### src/rtl/ad738x_spi_frontend.sv
// SPI master for AD738x simultaneous-sampling SAR ADCs: init/config/readback sequence,
// then continuous N_CH-lane capture with a fixed frame rate.
module ad738x_spi_frontend #(
  parameter int          N_CH       = 2,
  parameter int          DATA_W     = 16,
  parameter int          CLK_DIV    = 1,
  parameter int          FRAME_CLKS = 34,
  parameter logic [11:0] CFG1_VAL   = 12'h022,
  parameter int          MAX_RETRY  = 3
) (
  input  logic                     clk_i,
  input  logic                     rst_ni,
  input  logic                     init_i,
  input  logic                     stop_i,
  output logic                     ready_o,
  output logic                     fault_o,
  output logic [N_CH*DATA_W-1:0]   data_o,
  output logic                     valid_o,
  input  logic [N_CH-1:0]          sdi_i,
  output logic                     cs_n_o,
  output logic                     sclk_o,
  output logic                     sdo_o
);

  localparam int BP  = 2 * CLK_DIV;
  localparam int ACT = BP * DATA_W;
  localparam int FW  = $clog2(FRAME_CLKS);
  localparam int PW  = $clog2(BP);
  localparam int BW  = $clog2(DATA_W + 1);

  if (FRAME_CLKS < ACT + 2) begin : g_frame_chk
    $error("FRAME_CLKS too short for one full command frame");
  end
  if (N_CH < 1 || N_CH > 4 || DATA_W < 12 || DATA_W > 32 || MAX_RETRY < 1 || MAX_RETRY > 15)
  begin : g_param_chk
    $error("ad738x_spi_frontend parameter out of range");
  end

  typedef enum logic [2:0] {
    S_IDLE, S_RESET, S_CLEAR, S_CONFIG, S_READBACK, S_CHECK, S_SAMPLE, S_FAULT
  } state_t;

  state_t            state, nxt_state;
  logic [FW-1:0]     f, nxt_f;
  logic [PW-1:0]     ph, nxt_ph;
  logic [BW-1:0]     bitn, nxt_bit;
  logic [3:0]        retry, nxt_retry;
  logic [DATA_W-1:0] sh [N_CH];
  logic [N_CH*DATA_W-1:0] sh_flat;
  logic              halted, frame_end, nxt_act, nxt_sclk, cmd_bit, rb_ok, load, clear;
  logic [11:0]       rb_field;

  function automatic logic [15:0] cmd16(input state_t s);
    case (s)
      S_RESET:    cmd16 = 16'hA03C;
      S_CLEAR:    cmd16 = 16'hA000;
      S_CONFIG:   cmd16 = {4'h9, CFG1_VAL};
      S_READBACK: cmd16 = 16'h1000;
      default:    cmd16 = 16'h0000;
    endcase
  endfunction

  assign halted    = (state == S_IDLE) || (state == S_FAULT);
  assign frame_end = (f == FW'(FRAME_CLKS - 1));
  // Left-justify lane 0 in 32 bits so the register field sits at [27:16] for any DATA_W.
  assign rb_field  = 12'((32'(sh[0]) << (32 - DATA_W)) >> 16);
  assign rb_ok     = (rb_field == CFG1_VAL);

  always_comb begin
    nxt_state = state;
    nxt_retry = retry;
    case (state)
      S_IDLE:     if (init_i) nxt_state = S_RESET;
      S_FAULT:    if (init_i) begin
                    nxt_state = S_RESET;
                    nxt_retry = '0;
                  end
      S_RESET:    if (frame_end) nxt_state = S_CLEAR;
      S_CLEAR:    if (frame_end) nxt_state = S_CONFIG;
      S_CONFIG:   if (frame_end) nxt_state = S_READBACK;
      S_READBACK: if (frame_end) nxt_state = S_CHECK;
      S_CHECK:    if (frame_end) begin
                    if (rb_ok) begin
                      nxt_state = S_SAMPLE;
                      nxt_retry = '0;
                    end else begin
                      nxt_retry = retry + 4'd1;
                      nxt_state = (nxt_retry == 4'(MAX_RETRY)) ? S_FAULT : S_RESET;
                    end
                  end
      S_SAMPLE:   if (frame_end && stop_i) nxt_state = S_IDLE;
      default:    nxt_state = S_IDLE;
    endcase

    nxt_f   = '0;
    nxt_ph  = '0;
    nxt_bit = '0;
    if (!halted && !frame_end) begin
      nxt_f   = f + 1'b1;
      nxt_ph  = ph + 1'b1;
      nxt_bit = bitn;
      if (ph == PW'(BP - 1)) begin
        nxt_ph = '0;
        if (bitn != BW'(DATA_W)) nxt_bit = bitn + 1'b1;
      end
    end
  end

  // Pins are registered from the next-cycle frame position so they line up with f.
  assign nxt_act  = (nxt_state != S_IDLE) && (nxt_state != S_FAULT) && (nxt_f < FW'(ACT));
  assign nxt_sclk = !nxt_act || (nxt_ph >= PW'(CLK_DIV));
  assign cmd_bit  = 1'(({cmd16(nxt_state), 16'h0000} << nxt_bit) >> 31);
  assign load     = nxt_act && (nxt_ph == PW'(CLK_DIV));
  assign clear    = halted && (nxt_state == S_RESET);

  always_comb begin
    sh_flat = '0;
    for (int c = 0; c < N_CH; c++) sh_flat[c*DATA_W +: DATA_W] = sh[c];
  end

  always_ff @(posedge clk_i or negedge rst_ni) begin
    if (!rst_ni) begin
      state   <= S_IDLE;
      f       <= '0;
      ph      <= '0;
      bitn    <= '0;
      retry   <= '0;
      cs_n_o  <= 1'b1;
      sclk_o  <= 1'b1;
      sdo_o   <= 1'b0;
      valid_o <= 1'b0;
      ready_o <= 1'b0;
      fault_o <= 1'b0;
      data_o  <= '0;
      for (int c = 0; c < N_CH; c++) sh[c] <= '0;
    end else begin
      state   <= nxt_state;
      f       <= nxt_f;
      ph      <= nxt_ph;
      bitn    <= nxt_bit;
      retry   <= nxt_retry;
      cs_n_o  <= !nxt_act;
      sclk_o  <= nxt_sclk;
      sdo_o   <= nxt_act && cmd_bit;
      ready_o <= (nxt_state == S_SAMPLE);
      fault_o <= (nxt_state == S_FAULT);
      valid_o <= (state == S_SAMPLE) && (nxt_f == FW'(ACT));
      if ((state == S_SAMPLE) && (nxt_f == FW'(ACT))) data_o <= sh_flat;
      for (int c = 0; c < N_CH; c++) begin
        if (clear)     sh[c] <= '0;
        else if (load) sh[c] <= {sh[c][DATA_W-2:0], sdi_i[c]};
      end
    end
  end

endmodule
### config.mk
export PLATFORM = sky130hd
export DESIGN_NAME = ad738x_spi_frontend
export DESIGN_NICKNAME = d
export VERILOG_FILES = /design/src/rtl/ad738x_spi_frontend.sv
export SDC_FILE = /design/constraint.sdc
export NUM_CORES = 1
export LEC_CHECK = 0
export CAP_MARGIN = 20
export CORE_MARGIN = 5
export CORE_UTILIZATION = 44
export DETAILED_ROUTE_END_ITERATION = 7
export DONT_BUFFER_PORTS = 1
export GPL_TIMING_DRIVEN = 0
export SLEW_MARGIN = 20
export SYNTH_ARGS = -nofsm -noshare
export SYNTH_HDL_FRONTEND = slang
export SYNTH_SLANG_ARGS = --single-unit
### constraint.sdc
create_clock -name clk_i -period 2.4 [get_ports clk_i]
set_input_delay 0.6 -clock clk_i [delete_from_list [all_inputs] [get_ports clk_i]]
set_output_delay 0.6 -clock clk_i [all_outputs]
set_load 0.005 [all_outputs]
; ---- After elaboration in Yosys (flattened, before gate mapping)
; Index checks and enable logic that the tools add are counted.
[op_classes]
reduce_logical = 19
muxes = 25
n_shift = 1
n_eq_ne = 21
add_sub_neg = 4
order_cmp = 2
[op_table]
columns = operator, n
row1 = two-way mux 16 bit, 4
row2 = one-hot mux 16 bit (4 select lines), 1
row3 = << shifter 32 x 5 -> 32 bit, 1
row4 = two-way mux 3 bit, 9
row5 = "== test 3 bit, second input constant", 7
row6 = one-hot mux 3 bit (7 select lines), 1
row7 = two-way mux 5 bit, 3
row8 = "== test 12 x 6 -> 1 bit, second input constant", 1
row9 = "== test 3 x 2 -> 1 bit, second input constant", 4
row10 = "== test 6 bit, second input constant", 2
row11 = two-way mux 4 bit, 3
row12 = logical AND 1 bit, 8
row13 = one-hot mux 4 bit (2 select lines), 1
row14 = "adder 6 x 1 -> 6 bit, second input constant", 1
row15 = "== test 3 x 1 -> 1 bit, second input constant", 2
row16 = "< comparator 6 bit, second input constant", 1
row17 = two-way mux 6 bit, 1
row18 = "adder 5 x 1 -> 5 bit, second input constant", 1
row19 = "!= test 5 bit, second input constant", 1
row20 = "adder 4 x 1 -> 4 bit, second input constant", 1
row21 = "== test 4 x 2 -> 1 bit, second input constant", 1
row22 = "!= test 2 bit, second input constant", 2
row23 = nonzero test 2 bit, 2
row24 = zero test 1 bit, 3
row25 = 9 further kinds, 11
[word_totals]
wordCells = 86
reg_bits = 89
in_bits = 6
output_inout_bits = 38

; ---- Longest topological paths before layout
[logic_depth]
ltp_word = 12
mapped_depth = 11
depth_no_buf = 10

; ---- Worst setup path before layout
; OpenSTA, ideal clock, no wires.
[synth_timing]
path_type = reg2reg
start = reg f[1]
end = reg data_o[10]
path_slack_ps = -170
path_stages_with_launch = 10
arrival_time_ps = 2442
required_time_ps = 2273
cell_sequence = dfrtp_1 -> inv_1 -> ha_1 -> or3b_4 -> o211ai_2 -> nor2_1 -> or4_4 -> nor2_8 -> buf_6 -> mux2_1
[synth_between]
elab_chain_len = 6
elab_cells_between_ends = 7
classes_between = add/sub (1) / eq/ne (2) / mux (1) / reduce/logical (3)
[synth_lines]
columns = element, line
row1 = "start, declared", 44  ; logic [FW-1:0] f, nxt_f;
row2 = "start signal, assigned", 138  ; f <= nxt_f;
row3 = == test 6 bit, 64  ; assign frame_end = (f == FW'(FRAME_CLKS - 1));
row4 = zero test 1 bit, 98  ; if (!halted && !frame_end) begin
row5 = logical AND 1 bit, 98
row6 = two-way mux 6 bit, 98
row7 = named net nxt_f[0], 44
row8 = == test 6 bit, 148  ; if ((state == S_SAMPLE) && (nxt_f == FW'(ACT))) data_o <= sh_flat;
row9 = logical AND 1 bit, 148
row10 = "end signal, assigned", 148
row11 = "end, declared", 17  ; output logic [N_CH*DATA_W-1:0] data_o,
; The timed path passes the listed nets, and every way through them passes these cells.
; A chain may end at the register's enable or synchronous reset.

; ---- Worst setup path in the final report
; Same ends and word-level chain as after synthesis.

==> summary.txt <==
Clocking
  • Num CTS Buffers: 9
  • Clk pin slew, worst setup/hold paths: 0.09 ns
  • H-Tree Depth: 3
  • Longest Clk Path Bufs: 2
  • Later-pin clock latency in the skew report: 0.36 ns
  • Clock Sink Count: 89
  • Root Buffer: clkbuf_8
  • CTS tree: done

STA
  • Final period utilization: 113%
  • Slew Viols, Final: 0
  • Worst hold slack: -0.0762 ns
  • Crit path time final: 2.70 ns
  • Final setup TNS: -11.55 ns
  • FMAX: 0.370 GHz
  • Final setup skew: 0.0117 ns
  • Relative slew margins: 61.0%
  • Final setup fails: 66
  • RSZ-0062 raised after global routing: yes
  • Worst Setup Slack, final: -0.304 ns
  • Worst-margin pin slew: 0.583 ns
  • Final count of hold timing violations: 87

Logic synthesis
  • Register area share after synthesis: 56.9%
  • Synth Area per Inst: 10.7 µm²
  • Synth cell types: 49
  • Syn Inst Count: 365
  • Primary FF master, synth: dfrtp_1
  • Mapped cell area: 3920 µm²
  • EDFF count, synth: 0
  • Syn. warnings: 0
  • #FFs+latches synth: 89
  • Ys async rst share: 100%
  • Post-synthesis net count: 377

Place
  • DP Cell Count: 473
  • Dpl ws: -0.517 ns
  • IO buf count: 0
  • Routability cong.: 0.854
  • Hpwl dp: 5200 µm

Critical path
  • Critical path class: register to register
  • CP max stage delay: 0.58 ns
  • Reg2Reg Depth: 9
  • Crit path launch type: register
  • CP top delay family: simple AND/OR/NAND/NOR gates
  • Worst path slowest cell: or4_4
  • Worst Path Buf+Inv: 2
  • Critical Path AT: 2.94 ns
  • Crit path max fanout: 10
  • RR Startpoint: f[1]
  • CP required: 2.64 ns
  • Critical Path Sink Type: register
  • Critical-path cell list: inv_1 -> ha_2 -> or3b_4 -> o211ai_4 -> nor2_1 -> or4_4 -> nor2_8 -> buf_6 -> mux2_1
  • Origin of the worst setup path: f[1]
  • Critical R2R Capture: data_o[10]
  • Reg2Reg Setup Slack: -0.30 ns

GRT
  • Global-route wire length before repair: 14100 µm
  • Total grt overflow: 0
  • Gr usage total: 15.9%
  • Number of global-route vias before repair: 2878
  • Largest net degree at the start of global routing: 90
  • Initial antenna violation count: 0

Routing
  • Via density: 5.41
  • DRT iter0 DRCs: 111
  • DRT Wirelength: 8390 µm
  • Final ANT Viol Nets: 0
  • DRC Markers: 0
  • Wire per inst: 16.3 µm
  • Drt first pass iters: 4
  • Vias: 2794

Min path
  • Min-delay worst type: input pin to async pin

Status
  • Failing checks: hold timing, setup timing
  • Status: finished with violations

Final layout
  • Final Net Count: 415
  • Share of layout cells above drive strength 1: 23.0%
  • Layout area overhead: 20.4%
  • Non-filler cells, final: 516
  • N_diodes: 0

Die
  • Ports: 44
  • Die width: 104 µm
  • Core Area: 8720 µm²
  • Die H: 104 µm
  • Starting Density: 45.0%
  • Die area: 10900 µm²
  • FP Rows: 34

Job
  • MaxCap Viol Count: 0

Pwr
  • Worst IR Drop VDD: 0.000556 V
  • Leak pwr: 2.19 nW
  • Power per cell area: 1210 nW/µm²
## stage by stage
stage                     area (µm²)  utilization (%)  total power [mW]
after floorplan                 3950                -              3.41
after global placement          4090             46.9              3.81
after detailed placement        4090             46.9              3.86
after CTS                       4580             52.5              5.43
after global routing            4720             54.1              6.15
final                           4720             54.1              5.71
## Yosys cell counts (3+ instances only)
library cell  count  area [µm²]
nand4_1           3        18.8
xor2_1            4        35.0
ha_1              6        75.1
nor3_1            5        25.0
clkbuf_1         12        45.0
nand2_1          76         285
a311oi_1          4        35.0
buf_2             3        15.0
xnor2_1           5        43.8
nand3_1           8        40.0
a31oi_1           4        25.0
mux2_1           32         360
o21ai_0           4        20.0
nor2b_1           6        37.5
dfrtp_1          87        2180
a21oi_1          37         185
nor2_1           21        78.8
inv_1             8        30.0
## timing repair
item                                    4_1_cts  5_1_grt
pin swaps                                     8        7
gates resized for setup                      30       27
gates cloned                                  1        1
endpoints found under the setup margin       70       71
endpoints found under the hold margin        87       87
setup buffers                                20        7
## worst reg2reg max path, cell delays in order, from the launching register on
cell and delay [ns]:
dfrtp_1 0.39, inv_1 0.07, ha_2 0.16, or3b_4 0.39, o211ai_4 0.22, nor2_1 0.09
or4_4 0.58, nor2_8 0.19, buf_6 0.18, mux2_1 0.33
## layout by cell type (no fill, tap or decap), types with 7 or more instances in the layout
cell type   n
dfrtp_1    87
a21oi_2     8
a21oi_1    29
mux2_1     26
inv_1       7
clkbuf_8   12
buf_4      25
nor2_1     18
nand2_1    76
nand3_1     8
## sequential cells by signal (all words and copies together), names as in the netlist
name and flops:
data_o 32, sh 20, rb_field 12, f 6
bitn 5, retry 4, state 3, cs_n_o 1
fault_o 1, ph 1, ready_o 1, sclk_o 1
sdo_o 1, valid_o 1
## area by class of cell
| class | instances | area [µm²] |
|---|---|---|
| flip-flops and latches | 89 | 2230 |
| clock inverters | 5 | 67.6 |
| multi-input cells | 250 | 1710 |
| fillers | 740 | 4000 |
| inverters | 8 | 30.0 |
| clock buffers | 11 | 151 |
| well taps | 108 | 135 |
| repair buffers | 29 | 258 |
| plain buffers | 16 | 139 |
## worst max-delay path by stage
stage / cells past startpoint / to
global route: 9 / data_o[9]
floorplan: 9 / data_o[10]
finish: 9 / data_o[10]
detailed placement: 10 / sh[2]
CTS: 9 / data_o[10]
global placement: 10 / sh[4]
## where the power goes
group	internal (mW)	leakage, nW	switching (mW)
registers	1.86	1.20	0.309
clock network	0.557	0.113	0.554
logic	1.13	0.887	1.30
## logic make-up after synthesis
kind of cell | share of synthesized area, %
and+or+nand+nor | 15.9
adders and majority gates | 1.91
AOI/OAI and AO/OA | 10.6
DFF | 56.9
xor gates and xnor gates | 2.01
buffers and inverters | 3.25
muxes | 9.48
## routing by layer
layer / GRT usage (%) / part of all wire [%] / up-vias
li1: - / - / 1351
met1: 20.8 / 44 / 1371
met2: 24.8 / 49 / 63
met3: 5.71 / 6.2 / 9
met4: 4.81 / 1.1 / 0
met5: 0 / 0 / -
Power figures use the tool's default switching activity.
